<file path="src/rtl/clk_div_pkg.sv">
// clk_div_pkg: shared constants, types and helpers
// for the multi-channel clock/tick divider.
package clk_div_pkg;

  localparam int CNT_W_DEF = 32;
  localparam int unsigned DEFAULT_HALF_DEF = 200_000;
  localparam int HALF_MAX_W = 64;

  typedef struct packed {
    logic [CNT_W_DEF-1:0] cnt;
    logic [CNT_W_DEF-1:0] half_r;
    logic [CNT_W_DEF-1:0] half_p;
    logic                 pend;
  } ch_state_t;

  // A zero half-period would never wrap; treat it as 1.
  function automatic logic [HALF_MAX_W-1:0] clamp_half(
    input logic [HALF_MAX_W-1:0] h
  );
    return (h == '0) ? HALF_MAX_W'(1) : h;
  endfunction

endpackage

</file>
<file path="src/rtl/clk_div_ch.sv">
// clk_div_ch: one divider channel (counter, shadow half-period, outputs).
// Ports: clk, rst (sync, active-high), en, sync, wr, wr_half -> pend, clk_out, tick.
module clk_div_ch
  import clk_div_pkg::*;
#(
  parameter int               CNT_W    = CNT_W_DEF,
  parameter logic [CNT_W-1:0] DEF_HALF = CNT_W'(DEFAULT_HALF_DEF)
) (
  input  logic             clk,
  input  logic             rst,
  input  logic             en,
  input  logic             sync,
  input  logic             wr,
  input  logic [CNT_W-1:0] wr_half,
  output logic             pend,
  output logic             clk_out,
  output logic             tick
);

  typedef struct packed {
    logic [CNT_W-1:0] cnt;
    logic [CNT_W-1:0] half_r;
    logic [CNT_W-1:0] half_p;
    logic             pend;
  } st_t;

  st_t  st_q, st_d;
  logic run_q, run_d;
  logic clk_out_q, clk_out_d;
  logic tick_q, tick_d;
  logic restart;
  logic wrap;

  // First enabled edge behaves like a restart so the
  // first rise lands exactly H edges later.
  assign restart = !en || !run_q || sync;
  assign wrap    = st_q.cnt == st_q.half_r - 1'b1;

  always_comb begin
    st_d      = st_q;
    run_d     = en;
    clk_out_d = clk_out_q;
    tick_d    = 1'b0;
    if (restart) begin
      st_d.cnt  = '0;
      clk_out_d = 1'b0;
      if (st_q.pend) begin
        st_d.half_r = st_q.half_p;
        st_d.pend   = 1'b0;
      end
    end else if (wrap) begin
      st_d.cnt  = '0;
      clk_out_d = ~clk_out_q;
      tick_d    = ~clk_out_q;
      // 1->0 edge closes a full period.
      if (clk_out_q && st_q.pend) begin
        st_d.half_r = st_q.half_p;
        st_d.pend   = 1'b0;
      end
    end else begin
      st_d.cnt = st_q.cnt + 1'b1;
    end
    // Only reachable with pend low, so never
    // collides with an apply above.
    if (wr && !(sync && en)) begin
      st_d.half_p = CNT_W'(clamp_half(HALF_MAX_W'(wr_half)));
      st_d.pend   = 1'b1;
    end
  end

  always_ff @(posedge clk) begin
    if (rst) begin
      st_q.cnt    <= '0;
      st_q.half_r <= DEF_HALF;
      st_q.half_p <= DEF_HALF;
      st_q.pend   <= 1'b0;
      run_q       <= 1'b0;
      clk_out_q   <= 1'b0;
      tick_q      <= 1'b0;
    end else begin
      st_q      <= st_d;
      run_q     <= run_d;
      clk_out_q <= clk_out_d;
      tick_q    <= tick_d;
    end
  end

  assign pend    = st_q.pend;
  assign clk_out = clk_out_q;
  assign tick    = tick_q;

endmodule

</file>
<file path="src/rtl/clk_div_multi.sv">
// clk_div_multi: N_CH programmable 50% clock/tick dividers with a shadowed
// valid/ready half-period config port. Ports: clk, rst, ch_en, cfg_valid/
// cfg_ready/cfg_ch/cfg_half, clk_out, tick; sync only with CLKDIV_SYNC_EN.
module clk_div_multi
  import clk_div_pkg::*;
#(
  parameter int          N_CH         = 4,
  parameter int          CNT_W        = CNT_W_DEF,
  parameter int unsigned DEFAULT_HALF = DEFAULT_HALF_DEF,
  localparam int         CH_W = (N_CH > 1) ? $clog2(N_CH) : 1
) (
  input  logic             clk,
  input  logic             rst,
`ifdef CLKDIV_SYNC_EN
  input  logic             sync,
`endif
  input  logic [N_CH-1:0]  ch_en,
  input  logic             cfg_valid,
  output logic             cfg_ready,
  input  logic [CH_W-1:0]  cfg_ch,
  input  logic [CNT_W-1:0] cfg_half,
  output logic [N_CH-1:0]  clk_out,
  output logic [N_CH-1:0]  tick
);

  logic [N_CH-1:0] pend;
  logic [N_CH-1:0] wr;
  logic            sync_w;

`ifdef CLKDIV_SYNC_EN
  assign sync_w = sync;
`else
  assign sync_w = 1'b0;
`endif

  // Unmapped channel numbers stay ready and
  // their writes go nowhere.
  always_comb begin
    cfg_ready = 1'b1;
    wr        = '0;
    for (int i = 0; i < N_CH; i++) begin
      if (cfg_ch == CH_W'(i)) begin
        cfg_ready = ~pend[i];
        wr[i]     = cfg_valid & ~pend[i];
      end
    end
  end

  for (genvar g = 0; g < N_CH; g++) begin : g_ch
    clk_div_ch #(
      .CNT_W    (CNT_W),
      .DEF_HALF (CNT_W'(DEFAULT_HALF))
    ) u_ch (
      .clk     (clk),
      .rst     (rst),
      .en      (ch_en[g]),
      .sync    (sync_w),
      .wr      (wr[g]),
      .wr_half (cfg_half),
      .pend    (pend[g]),
      .clk_out (clk_out[g]),
      .tick    (tick[g])
    );
  end

endmodule

</file>
<file path="config.mk">
export PLATFORM = sky130hd
export DESIGN_NAME = clk_div_multi
export DESIGN_NICKNAME = d
export VERILOG_FILES = /design/src/rtl/clk_div_pkg.sv /design/src/rtl/clk_div_ch.sv /design/src/rtl/clk_div_multi.sv
export SDC_FILE = /design/constraint.sdc
export NUM_CORES = 1
export LEC_CHECK = 0
export ABC_CLOCK_PERIOD_IN_PS = 3300
export CORE_ASPECT_RATIO = 1.5
export CORE_MARGIN = 4
export CORE_UTILIZATION = 34
export CTS_BUF_LIST = sky130_fd_sc_hd__clkbuf_4 sky130_fd_sc_hd__clkbuf_8 sky130_fd_sc_hd__clkbuf_16
export DETAILED_ROUTE_END_ITERATION = 8
export SLEW_MARGIN = 40
export SYNTH_ARGS = -nofsm -noshare
export SYNTH_HDL_FRONTEND = slang
export SYNTH_SLANG_ARGS = --single-unit
export TNS_END_PERCENT = 20
</file>
<file path="constraint.sdc">
create_clock -name clk -period 3.3 [get_ports clk]
set_input_delay 0.66 -clock clk [delete_from_list [all_inputs] [get_ports clk]]
set_output_delay 0.66 -clock clk [all_outputs]
set_load 0.02 [all_outputs]
</file>
# Word level (Yosys, flattened, before mapping)
# Cells that the tools add are included.
# totals
wordCells	158
regBits	400
# classes
addsub	8
mux	41
n_eq_ne	11
reduce_logical	54
bitwise_logic	16
# ops
op	count
$mux W32	17
$add A32 B1 Y32 const B	4
$eq A32 B32 Y1	4
$sub A32 B1 Y32 const B	4
$logic_not A32 Y1	1
$mux W1	24
$reduce_bool A3 Y1	8
$reduce_or A3 Y1	8
$reduce_bool A2 Y1	8
$not A1 Y1	12
$reduce_and A3 Y1	4
$logic_not A1 Y1	8
$ne A2 B1 Y1 const B	4
$reduce_and A2 Y1	4
$reduce_or A2 Y1	4
$and A1 B1 Y1	4
$eq A2 B2 Y1 const B	2
$logic_and A1 B1 Y1	4
$logic_or A1 B1 Y1	4
$eq A2 B1 Y1 const B	1
$logic_not A2 Y1	1

# Logic depth before layout (Yosys ltp)
# depth
ltp_word	5
ltp_mapped	14
depth_no_buf	11

# By module
# From an unflattened synthesis, not the netlist that was laid out.
# hier_totals
cells_unflattened	2599
hier_area_um2	21358.0
# modules_own_cells
module	cells_per_inst	area_each_um2	instances	seq_area_each_um2
clk_div_ch at g_ch[0].u_ch ...	653	5378.9	3	2001.9
clk_div_ch at g_ch[3].u_ch	632	5156.2	1	2001.9
clk_div_multi	8	65.1	1	0.0

# Worst setup path after synthesis
# No wires, ideal clock.
# synth_path
path_kind	register to register
from	register g_ch[1].u_ch.st_q[39] in the netlist's numbering
to	register g_ch[1].u_ch.st_q[56] in the netlist's numbering
arrival_time_ns	3.494
synth_period_minus_slack_ns	3.621
path_stages_with_launch	13
n_path_buf	3
setup_ns	0.128
path_slack_ns	-0.321
cell_sequence	dfxtp_1 > clkbuf_1 > or4_4 > or4_4 > or3_1 > xnor2_1 > or3_1 > nand4bb_1 > o41ai_2 > buf_4 > buf_6 > mux2i_1 > nor2_1
# synth_via
elab_chain_cells	4
# synth_lines
item	line	source
from (decl)	clk_div_ch.sv:27	st_t st_q, st_d;
from (signal assigned)	clk_div_ch.sv:81	st_q <= st_d;
$sub A32 B1 Y32	clk_div_ch.sv:37	assign wrap = st_q.cnt == st_q.half_r - 1'b1;
$eq A32 B32 Y1	clk_div_ch.sv:37	
$reduce_bool A2 Y1 (no source line)	--	
$reduce_and A3 Y1 (no source line)	--	
# Every way passes these cells.
# A chain may end at the register's enable or synchronous reset.

# Worst setup path after layout
# layout_path
from	register g_ch[1].u_ch.st_q[33] in the netlist's numbering
to	register g_ch[1].u_ch.st_q[88] in the netlist's numbering
# layout_via
elab_chain_cells	3
# layout_lines
item	line
$sub A32 B1 Y32	clk_div_ch.sv:37
$eq A32 B32 Y1	clk_div_ch.sv:37
$reduce_or A3 Y1 (no source line)	--
# Every way passes these cells.

==> out/results.tsv <==
metric	value	unit
synth_edf_count	0	
holdWs	0.4553	ns
cp-start-kind	flip-flop	
fill_cells	5998	
grt_first_pass_wirelength	94740	um
ctsHoldBuffers	0	
status	finished with violations	
numCtsBuffers	38	
drt-total-wl	60600	um
final_hold_viol_count	0	
gp_routability_congestion	0.8824	
io_buffers	49	
fin_nets	2838	
vdd_drop_max	290.8	uV
tritoncts	done	
hold_class	flip-flop to flip-flop	
maxSlewHeadroom	52.08	%
ant_nets	0	
rsz0062_at_grt	true	
die_area	65680	um^2
max-cap-violations	0	
root_buffer	clkbuf_16	
cts_buffer_depth	3	
dr.pass1.iters	5	
grt_max_degree	155	
drt_iter0_markers	1052	
powerDensity	402.3	nW/um^2
synth_top_area_share	38.25	%
ys_warn_count	0	
setup_viol	129	
synthCells	2595	
hpwl	44270	um
rows	111	
avgSynthCellArea	8.067	um^2
synthDistinctLibCells	83	
rr_startpoint	g_ch[1].u_ch.st_q[33]$_SDFFE_PP0P_	
totalPowerFinal	0.01046	W
drive_above_1_share	16.44	%
gr-total-overflow	0	
drv_slew	0	
area_growth	24.17	%
wl_per_cell	16.79	um
finalSetupTns	-19.61	ns
placed_area	23790	um^2
antenna_found_initial	1	
skew	0.01482	ns
cp-end-kind	flip-flop	
syn-cell-area	20930	um^2
grt_pass1_vias	18280	
io_pins	50	
r2r_end	g_ch[1].u_ch.st_q[88]$_SDFF_PP0_	
tightestPinTransition	0.7133	ns
clock_sinks	400	
violations	setup timing	
crit_end	g_ch[1].u_ch.st_q[88]$_SDFF_PP0_	
vias	18780	
cp.arrival	3.99	ns
fmax	0.2811	GHz
cp_max_fo	16	
async_flop_share	0	%
die_height	311.9	um
htreeDepth	2	
finalCriticalPeriod	3.558	ns
critPathLaunch	g_ch[1].u_ch.st_q[33]$_SDFFE_PP0P_	
globalRouteTotalUtil	17.33	%
worstPathRequired	3.74	ns
routed_via_density	5.205	
synthFlopType	dfxtp_1	
drcViolationCount	0	
core-area	61110	um^2
leakagePower	9.083	nW
synth.area.top_cells	dfxtp_1 (38%), nand2_1 (6.8%), xnor2_1 (6.2%)	
postLayoutSetupSlackWorst	-0.2576	ns
cts.clk_slew.worst_paths	0.06	ns
clk-insertion-delay-late	0.55	ns
place_ws	-0.4206	ns
synth_sequential_area_ratio	38.25	%
postSynthNetCount	2644	
synth-seq-cells	400	
r2r_slack	-0.26	ns
rr_worst_depth	10	
synth_top_area_cell	dfxtp_1	
path_class	flip-flop to flip-flop	
period_share	107.8	%
start_util	34.25	%
die_w	210.6	um
finalInstanceArea	25990	um^2
[state kept, by name, summed over array words and instances (netlist names)]
name	count
g_ch.u_ch.tick	4
g_ch.u_ch.run_q	4
g_ch.u_ch.clk_out	4
g_ch.u_ch.st_q	384
g_ch.u_ch.pend	4
[metrics by stage]
step	instances	util, %
6_report	3609	42.53
5_1_grt	3608	42.53
4_1_cts	3594	41.55
3_5_place_dp	3525	38.92
3_3_place_gp	3525	38.92
2_1_floorplan	2595	-
[cell usage after synthesis, types with 20 or more instances]
| cell type | instances |
|---|---|
| a211oi_1 | 20 |
| a21oi_1 | 128 |
| and3_1 | 31 |
| clkbuf_1 | 124 |
| dfxtp_1 | 400 |
| mux2i_1 | 96 |
| nand2_1 | 380 |
| nand2b_1 | 70 |
| nand3_1 | 79 |
| nand3b_1 | 30 |
| nand4_1 | 41 |
| nand4b_1 | 28 |
| nor2_1 | 339 |
| nor3_1 | 113 |
| nor3b_1 | 30 |
| nor4_1 | 44 |
| o21ai_0 | 25 |
| o311ai_1 | 26 |
| or3_1 | 39 |
| xnor2_1 | 147 |
| xor2_1 | 136 |
[cells by family after synthesis]
family | after synthesis | synth area share (%)
compound gates | 299 | 9.372
buf+inv | 188 | 3.969
xor+xnor | 284 | 11.95
mux | 101 | 4.860
simple gates | 1315 | 31.12
fa+ha+maj | 8 | 0.4782
flops | 400 | 38.25
[report_power, final]
group | switching, W | total (W) | internal [W] | leakage [nW]
Clock | 0.00196 | 0.00492 | 0.00296 | 0.688
Combinational | 0.000356 | 0.000597 | 0.000240 | 5.16
Sequential | 0.0000449 | 0.00494 | 0.00490 | 3.24
[worst max-delay path, cell delays in order (launching register included)]
cell and delay (ns):
dfxtp_2 0.32, or4_4 0.56, or4_4 0.58, or3_4 0.35, xnor2_1 0.16, nand4b_1 0.19, or4_4 0.51, nor4b_4 0.31
or2b_4 0.24, buf_12 0.16, nor2_1 0.05
[worst min path at each step]
| stage | startpoint | to | slack, ns | depth (start not counted) |
|---|---|---|---|---|
| finish | g_ch[2].u_ch.st_q[8]$_SDFFE_PP0P_ | g_ch[2].u_ch.st_q[8]$_SDFFE_PP0P_ | 0.46 | 2 |
| global route | rst | g_ch[1].u_ch.st_q[36]$_SDFFE_PP0P_ | 0.47 | 2 |
| CTS | g_ch[2].u_ch.st_q[6]$_SDFFE_PP0P_ | g_ch[2].u_ch.st_q[6]$_SDFFE_PP0P_ | 0.46 | 2 |
| detailed placement | g_ch[3].u_ch.st_q[4]$_SDFFE_PP0P_ | g_ch[3].u_ch.st_q[4]$_SDFFE_PP0P_ | 0.45 | 2 |
| global placement | g_ch[3].u_ch.st_q[9]$_SDFFE_PP1P_ | g_ch[3].u_ch.st_q[9]$_SDFFE_PP1P_ | 0.44 | 2 |
| floorplan | g_ch[3].u_ch.st_q[11]$_SDFFE_PP1P_ | g_ch[3].u_ch.st_q[11]$_SDFFE_PP1P_ | 0.43 | 2 |
[cells in the final DEF, fill, tap and decap left out, drive strengths merged, types with 9 or more instances in the layout]
cell           instances
nand3b                30
inv                   20
clkbuf                54
nor4                  48
and2                  10
o311ai                27
o211ai                 9
dfxtp                400
nand4b                28
or2                    9
a21oi                128
nor3                 114
nor2                 339
nor3b                 30
and3                  31
or3                   39
xnor2                147
mux2i                 96
or4                   20
nand3                 79
and4                   9
a211oi                20
o21ai                 29
nor2b                 11
a31oi                 10
nand4                 41
nand2                380
xor2                 136
buf                  272
clkdlybuf4s50         47
nand2b                70
o31ai                 15
nor4b                 14
[per-layer routing]
metal  global-route usage, %  routed length, um
met2                   31.35              31010
met1                   19.40              23870
met5                       0                  0
met4                   10.33               4102
met3                   1.793               1618
[area by class of cell]
type / instances / area, um^2 / area share, %
well taps: 791 / 989.7 / 3.808
clock buffers: 50 / 1084 / 4.169
repair buffers: 324 / 2873 / 11.05
flip-flops and latches: 400 / 8013 / 30.83
clock inverters: 18 / 310.3 / 1.194
inverters: 18 / 67.56 / 0.2599
multi-input cells: 2007 / 12650 / 48.68
diodes: 1 / 2.502 / 0.009627
[what timing repair did]
action	in CTS	in global routing
gates resized for setup	37	79
pin swaps	9	15
endpoints found under the setup margin	232	231
setup buffers	0	5
gates cloned	1	8
endpoints found under the hold margin	0	0
(Power assumes the default switching activity.)
